**src/rtl/serial_adder.sv**
```systemverilog
// Digit-serial adder/subtractor: adds two WIDTH-bit operands DIGIT bits per clock
// through one registered-carry adder slice, with valid/ready on both sides.
module serial_adder #(
    parameter int WIDTH = 8,
    parameter int DIGIT = 1
) (
    input  logic             clk,
    input  logic             rst_n,
    input  logic             in_valid,
    output logic             in_ready,
    input  logic [WIDTH-1:0] a,
    input  logic [WIDTH-1:0] b,
    input  logic             cin,
    input  logic             op_sub,
    output logic             out_valid,
    input  logic             out_ready,
    output logic [WIDTH-1:0] sum,
    output logic             cout,
    output logic             ovf
);

    localparam int SAFE_DIGIT = (DIGIT > 0) ? DIGIT : 1;
    localparam int NSTEPS     = WIDTH / SAFE_DIGIT;
    localparam int CW         = (NSTEPS > 1) ? $clog2(NSTEPS) : 1;
    localparam logic [CW-1:0] LAST = CW'(NSTEPS - 1);

    if (WIDTH < 1 || DIGIT < 1 || DIGIT > WIDTH || (WIDTH % SAFE_DIGIT) != 0) begin : g_bad_params
        $fatal(1, "serial_adder: DIGIT (%0d) must divide WIDTH (%0d)", DIGIT, WIDTH);
    end

    typedef enum logic [1:0] {IDLE, RUN, DONE} state_t;

    state_t            state;
    state_t            state_next;
    logic [WIDTH-1:0]  a_sh;
    logic [WIDTH-1:0]  b_sh;
    logic              carry;
    logic [CW-1:0]     cnt;
    logic [DIGIT-1:0]  slice_a;
    logic [DIGIT-1:0]  slice_b;
    logic [DIGIT-1:0]  slice_s;
    logic              slice_c;
    logic              msb_carry;
    logic              last_step;
    logic [WIDTH-1:0]  sum_shift;

    assign slice_a = a_sh[DIGIT-1:0];
    assign slice_b = b_sh[DIGIT-1:0];
    assign {slice_c, slice_s} = {1'b0, slice_a} + {1'b0, slice_b} + {{DIGIT{1'b0}}, carry};
    // Carry into the top bit of the slice, recovered from its sum bit; only meaningful on the last step.
    assign msb_carry = slice_a[DIGIT-1] ^ slice_b[DIGIT-1] ^ slice_s[DIGIT-1];
    assign last_step = (cnt == LAST);

    if (DIGIT < WIDTH) begin : g_shift
        assign sum_shift = {slice_s, sum[WIDTH-1:DIGIT]};
    end else begin : g_whole
        assign sum_shift = slice_s;
    end

    always_ff @(posedge clk) begin
        if (!rst_n) begin
            state <= IDLE;
        end else begin
            state <= state_next;
        end
    end

    always_comb begin
        state_next = state;
        in_ready   = 1'b0;
        out_valid  = 1'b0;
        case (state)
            IDLE: begin
                in_ready = 1'b1;
                if (in_valid) begin
                    state_next = RUN;
                end
            end
            RUN: begin
                if (last_step) begin
                    state_next = DONE;
                end
            end
            DONE: begin
                out_valid = 1'b1;
                if (out_ready) begin
                    state_next = IDLE;
                end
            end
            default: state_next = IDLE;
        endcase
    end

    // Subtraction is a + ~b + 1, so the operand is inverted and the carry preset on capture.
    always_ff @(posedge clk) begin
        if (!rst_n) begin
            a_sh  <= '0;
            b_sh  <= '0;
            carry <= 1'b0;
            cnt   <= '0;
            sum   <= '0;
            cout  <= 1'b0;
            ovf   <= 1'b0;
        end else begin
            case (state)
                IDLE: begin
                    if (in_valid) begin
                        a_sh  <= a;
                        b_sh  <= op_sub ? ~b : b;
                        carry <= op_sub ? 1'b1 : cin;
                        cnt   <= '0;
                    end
                end
                RUN: begin
                    a_sh  <= a_sh >> DIGIT;
                    b_sh  <= b_sh >> DIGIT;
                    sum   <= sum_shift;
                    carry <= slice_c;
                    cnt   <= cnt + 1'b1;
                    if (last_step) begin
                        cout <= slice_c;
                        ovf  <= msb_carry ^ slice_c;
                    end
                end
                default: ;
            endcase
        end
    end

endmodule

```
**config.mk**
```make
export PLATFORM = sky130hd
export DESIGN_NAME = serial_adder
export DESIGN_NICKNAME = d
export VERILOG_FILES = /design/src/rtl/serial_adder.sv
export SDC_FILE = /design/constraint.sdc
export NUM_CORES = 1
export LEC_CHECK = 0
export CAP_MARGIN = 40
export CORE_ASPECT_RATIO = 1.2
export CORE_UTILIZATION = 44
export CTS_CLUSTER_DIAMETER = 120
export DETAILED_ROUTE_END_ITERATION = 10
export PLACE_DENSITY = 0.74
export SYNTH_ARGS = -nofsm -noshare
export SYNTH_HDL_FRONTEND = slang
export SYNTH_SLANG_ARGS = --single-unit
```
**constraint.sdc**
```tcl
create_clock -name clk -period 1.5 [get_ports clk]
set_clock_uncertainty 0.2 [all_clocks]
set_input_delay 0.45 -clock clk [delete_from_list [all_inputs] [get_ports clk]]
set_output_delay 0.45 -clock clk [all_outputs]
set_load 0.1 [all_outputs]
```
# [Word level (Yosys, flattened, before mapping)]
# Index checks and enable logic that the tools add are counted.
[totals] reg_bits=32 inputBits=22 output_inout_bits=12 word_cells=42
[op_classes] addsub=3 eq_ne=6 n_mux=16 bitwise_logic=4 n_reduce_logical=5
[ops] operator="$pmux W8 S2" n=2
[ops] operator="$mux W8" n=3
[ops] operator="$not A8 Y8" n=1
[ops] operator="$mux W2" n=3
[ops] operator="$ne A2 B2 Y1 const B" n=3
[ops] operator="$pmux W2 S3" n=1
[ops] operator="$pmux W3 S2" n=1
[ops] operator="$mux W1" n=4
[ops] operator="$reduce_and A2 Y1" n=2
[ops] operator="$add A3 B1 Y3 const B" n=1
[ops] operator="$eq A3 B3 Y1 const B" n=1
[ops] operator="$mux W3" n=1
[ops] operator="$reduce_and A3 Y1" n=1
[ops] operator="$xor A1 B1 Y1" n=3
[ops] operator="$add A1 B1 Y2" n=1
[ops] operator="$add A2 B1 Y2" n=1
[ops] operator="$eq A2 B1 Y1 const B" n=1
[ops] operator="$eq A2 B2 Y1 const B" n=1
[ops] operator="$logic_not A2 Y1" n=1
[ops] operator="$pmux W1 S2" n=1
[ops] operator="$reduce_bool A2 Y1" n=1

# [Longest topological paths before layout]
[depth] word_depth=4 mapped_depth=5 ltp_nobuf=5

# [Least setup slack after synthesis]
# Ideal clock, no wire load.
[synth_path] path_type="register to output" startpoint="register state[1]" endpoint="output port out_valid" arrival_time_ns=2.033 required_ns=0.850 slack_ns=-1.183 stages_incl_launch_ff=6 n_path_buf=3 cell_sequence="dfxtp_1 buf_6 inv_1 buf_2 buf_2 nor2_1"
[synth_via] elab_chain_cells=2
[synth_lines] item="start: declaration" line="33" source="state_t state;"
[synth_lines] item="start signal: assignment" line="64" source="state <= state_next;"
[synth_lines] item="$eq A2 B2 Y1" line="72" source="case (state)"
[synth_lines] item="$mux W1" line="72"
[synth_lines] item="end: declaration" line="15" source="output logic out_valid,"
# Every way passes these cells.

# [Worst setup path after layout]
# Ends and elaborated chain as after synthesis.

==> summary.txt <==
Drt
  • Via density per instance: approximately 5.6
  • Wire per inst: 14.0 um
  • Number of DRC violations after detailed routing: 0
  • Antenna Violating Nets Remaining: 0
  • Via total after detailed routing: 1,417
  • Total wirelength of the detailed-routed design: 3550 um
  • Detailed Routing Iterations Pass 1: 4
  • Number of DRC markers in iteration 0: 64

Cells and area
  • Number of nets in the final layout: between 200 and 250
  • Design area: between 0.002 and 0.0025 sq mm
  • Number of fill cells: approximately 240
  • Antenna fix cells: 0
  • Area Growth Syn to Fin: 52.8%
  • Combined area of the multi-input logic cells: 796 sq um
  • Number of cells in the finished layout apart from fillers: 253
  • Sequential standard cell area: 668 sq um
  • Most frequent cells in the layout: 22 x buf_4, 18 x o21ai_0, 18 x clkdlybuf4s50_1
  • Fraction of final layout cells with drive strength greater than 1: approximately a third
  • Leading cell type in the layout, fill and taps excluded: buf_4

Critical path
  • Setup crit end kind: output pin
  • Class of the most critical setup path: reg2out
  • Top delay family on crit path: flip-flops
  • Kind of launch point of the worst setup path: register
  • Ordered list of cells on the worst path: inv_4 > nor2_4 > buf_12
  • Delay of the slowest cell on the worst path: about 0.42 ns
  • First element of the critical path: state[1]
  • Arrival time reported for the critical path endpoint: roughly 1.1 ns
  • Critical-path maximum fanout: 6
  • Start of the worst register-to-register path: b_sh[0]
  • Count of buffering cells on the critical path with inverters included: 2
  • Required time of the critical path: ~0.85 ns
  • CP max stage cell: dfxtp_4

Timing
  • Final setup violating endpoints: 14
  • Post-Route Setup TNS: -0.665 ns
  • Worst hold margin: between 0.2 and 0.3 ns
  • Final Max Slew Viols: 0
  • Final period utilization: 115%
  • Final Hold Vio Count: 0
  • Transition time at the pin with the least slew margin: around 0.29 ns
  • Post-layout worst setup margin: -0.224 ns
  • Fmax: about 580 MHz
  • Worst slew margin: 80.6%
  • Clock period minus worst slack: 1.72 ns
  • Setup repair after global routing missed its margin: true

Hold path
  • Type of the tightest min-delay check: reg2reg
  • Worst Min Path Start: sum[0]

Synth
  • Syn_nets: 190
  • Area share of xor/xnor cells in the synthesized design: 6.59%
  • Post-synthesis cell type with the largest combined area: dfxtp_1
  • Number of instances in the synthesized netlist: about 170
  • Yosys warnings: 0
  • Mean area per synthesized cell: just under 9 sq um
  • Number of distinct library cell variants in the gate-level netlist after synthesis: 32
  • Share of the synthesized area in the top cell type: 43.8%
  • Portion of netlist area occupied by mux cells: less than 1%
  • Simple-gate portion of the synthesized area: around an eighth
  • Largest family of logic cells by synthesized area: compound AO/OA/AOI/OAI gates
  • Cells taking the most area after synthesis: dfxtp_1 44%, o21ai_0 6.5%, a21oi_1 5.5%
  • Proportion of synthesized chip area in sequential cells: 43.8%
  • Compound-cell area share of the yosys netlist: 27.8%
  • Post-synthesis sequential element count: 32
  • Cell area after technology mapping: about 0.0015 sq mm
  • Adder and majority gate portion of the synthesized area: 3.08%

Place
  • Post-detailed-placement cell area: 0.00201 sq mm
  • Port Buffer Count: 33
  • Final RePlAce weighted congestion: about 0.76
  • Number of cells after detailed placement: ~230
  • HPWL after detailed placement: 2280 um
  • DP Worst Slack: -0.464 ns

Power and ir drop
  • Leakage dissipation: between 0.0008 and 0.0009 uW
  • Power per unit of standard cell area: between 800 and 900 mW/mm^2
  • Maximum VDD drop: ~0.0008 V

Global routing
  • Number of antenna violations at the first check in global routing: 0
  • Total Routing Usage GR: between 20 and 25%
  • Wire length of the first global-routing pass: between 5000 and 6000 um
  • Final global-route overflow total: 0
  • Vias in the first global route: roughly 1,400
  • Pin count of the biggest net entering global routing: 33

CTS
  • Clock Tree Root: clkbuf_4
  • CTS H-tree depth: 2
  • Clock slew seen by the registers of the worst setup and hold paths: around 0.1 ns
  • Maximum clock path buffer count: 2
  • TritonCTS clock tree: built
  • Clock latency reported for the late side of the worst-skew pair: around 0.33 ns
  • Count of hold buffers inserted by post-cts repair: 0
  • Number of buffers inserted during clock tree synthesis: 5
  • Clock sink count: 32

Floorplanning
  • Initial core utilization: between 40% and 50%
  • I/O Pins: 34
  • Core Box Area: ~0.0031 sq mm
  • Total Die Area: 0.00356 sq mm
  • Die span in y: about 65 um
  • Die X: between 50 and 60 um
  • Num rows: 22

Flow run
  • Max_cap viols: 0

Run status
  • Run status: complete, but fails checks
  • Violated checks: setup timing
per-stage QoR:
step / util, % / total power [uW]
after floorplan: - / 1210
after global placement: 64.5 / 1350
after detailed placement: 64.5 / 1370
after CTS: 69.4 / 1890
after global routing: 71.8 / 2000
final: 71.8 / 1910
cells in the mapped netlist, drive strengths merged:
cell	number
nand2b	2
a21boi	10
o2bb2ai	4
xor2	8
nor2	7
o21bai	1
ha	2
and3b	1
clkbuf	3
a22oi	2
nand4	2
nor3	1
fa	1
o21a	1
buf	11
xnor2	3
a21oi	16
o221ai	1
mux2i	1
o21ba	1
o211a	1
or4b	1
inv	2
o21ai	19
o22ai	10
nor2b	4
dfxtp	32
and3	1
nand2	17
per-layer routing:
metal	share of wire [%]	GRT usage (%)
met1	39	25.5
met2	53	37.7
met3	5.9	6.25
met4	2.1	8.97
met5	0	0
power by group:
group,total (uW),switching (uW),internal (uW)
Clock,512,290,223
Combinational,458,221,237
Sequential,943,39.7,903
Total,1910,550,1360
worst register-to-register path: stages, from the launching register on:
cell	delay (ns)
dfxtp_2	0.35
fa_2	0.60
xnor2_2	0.12
xnor2_1	0.14
a21oi_1	0.08
final timing paths:
check                            endpoint  slack [ns]  cells past startpoint
worst max-delay path            out_valid       -0.22                      3
worst min-delay path               sum[0]        0.29                      2
worst max register to register        ovf       -0.11                      4
worst min register to register     sum[0]        0.29                      2
layout make-up:
class / count / share of cell area (%)
sequential: 32 / 29.9
inverter: 2 / 0.448
timing repair buffer: 58 / 29.3
clock inverter: 2 / 0.448
clock buffer: 6 / 2.30
tap: 36 / 2.02
multi-input combinational: 117 / 35.6
registers in the layout, indices dropped and copies added, names as in the netlist:
register  cells
cnt           3
ovf           1
cout          1
b_sh          8
a_sh          8
carry         1
state         2
sum           8
cell families after synthesis:
family	after synthesis
flip-flops	32
XOR/XNOR	11
multiplexers	1
AO/OA/AOI/OAI	66
adder cells (fa/ha/maj)	3
AND/OR/NAND/NOR	36
buffers and inverters	16
timing repair:
action | CTS | global route
pin swaps | 4 | 3
gates cloned | 0 | 0
buffers inserted | 11 | 2
setup endpoints to repair | 38 | 30
resized for setup | 9 | 18
Note: power is estimated with default switching activity, not from simulation.
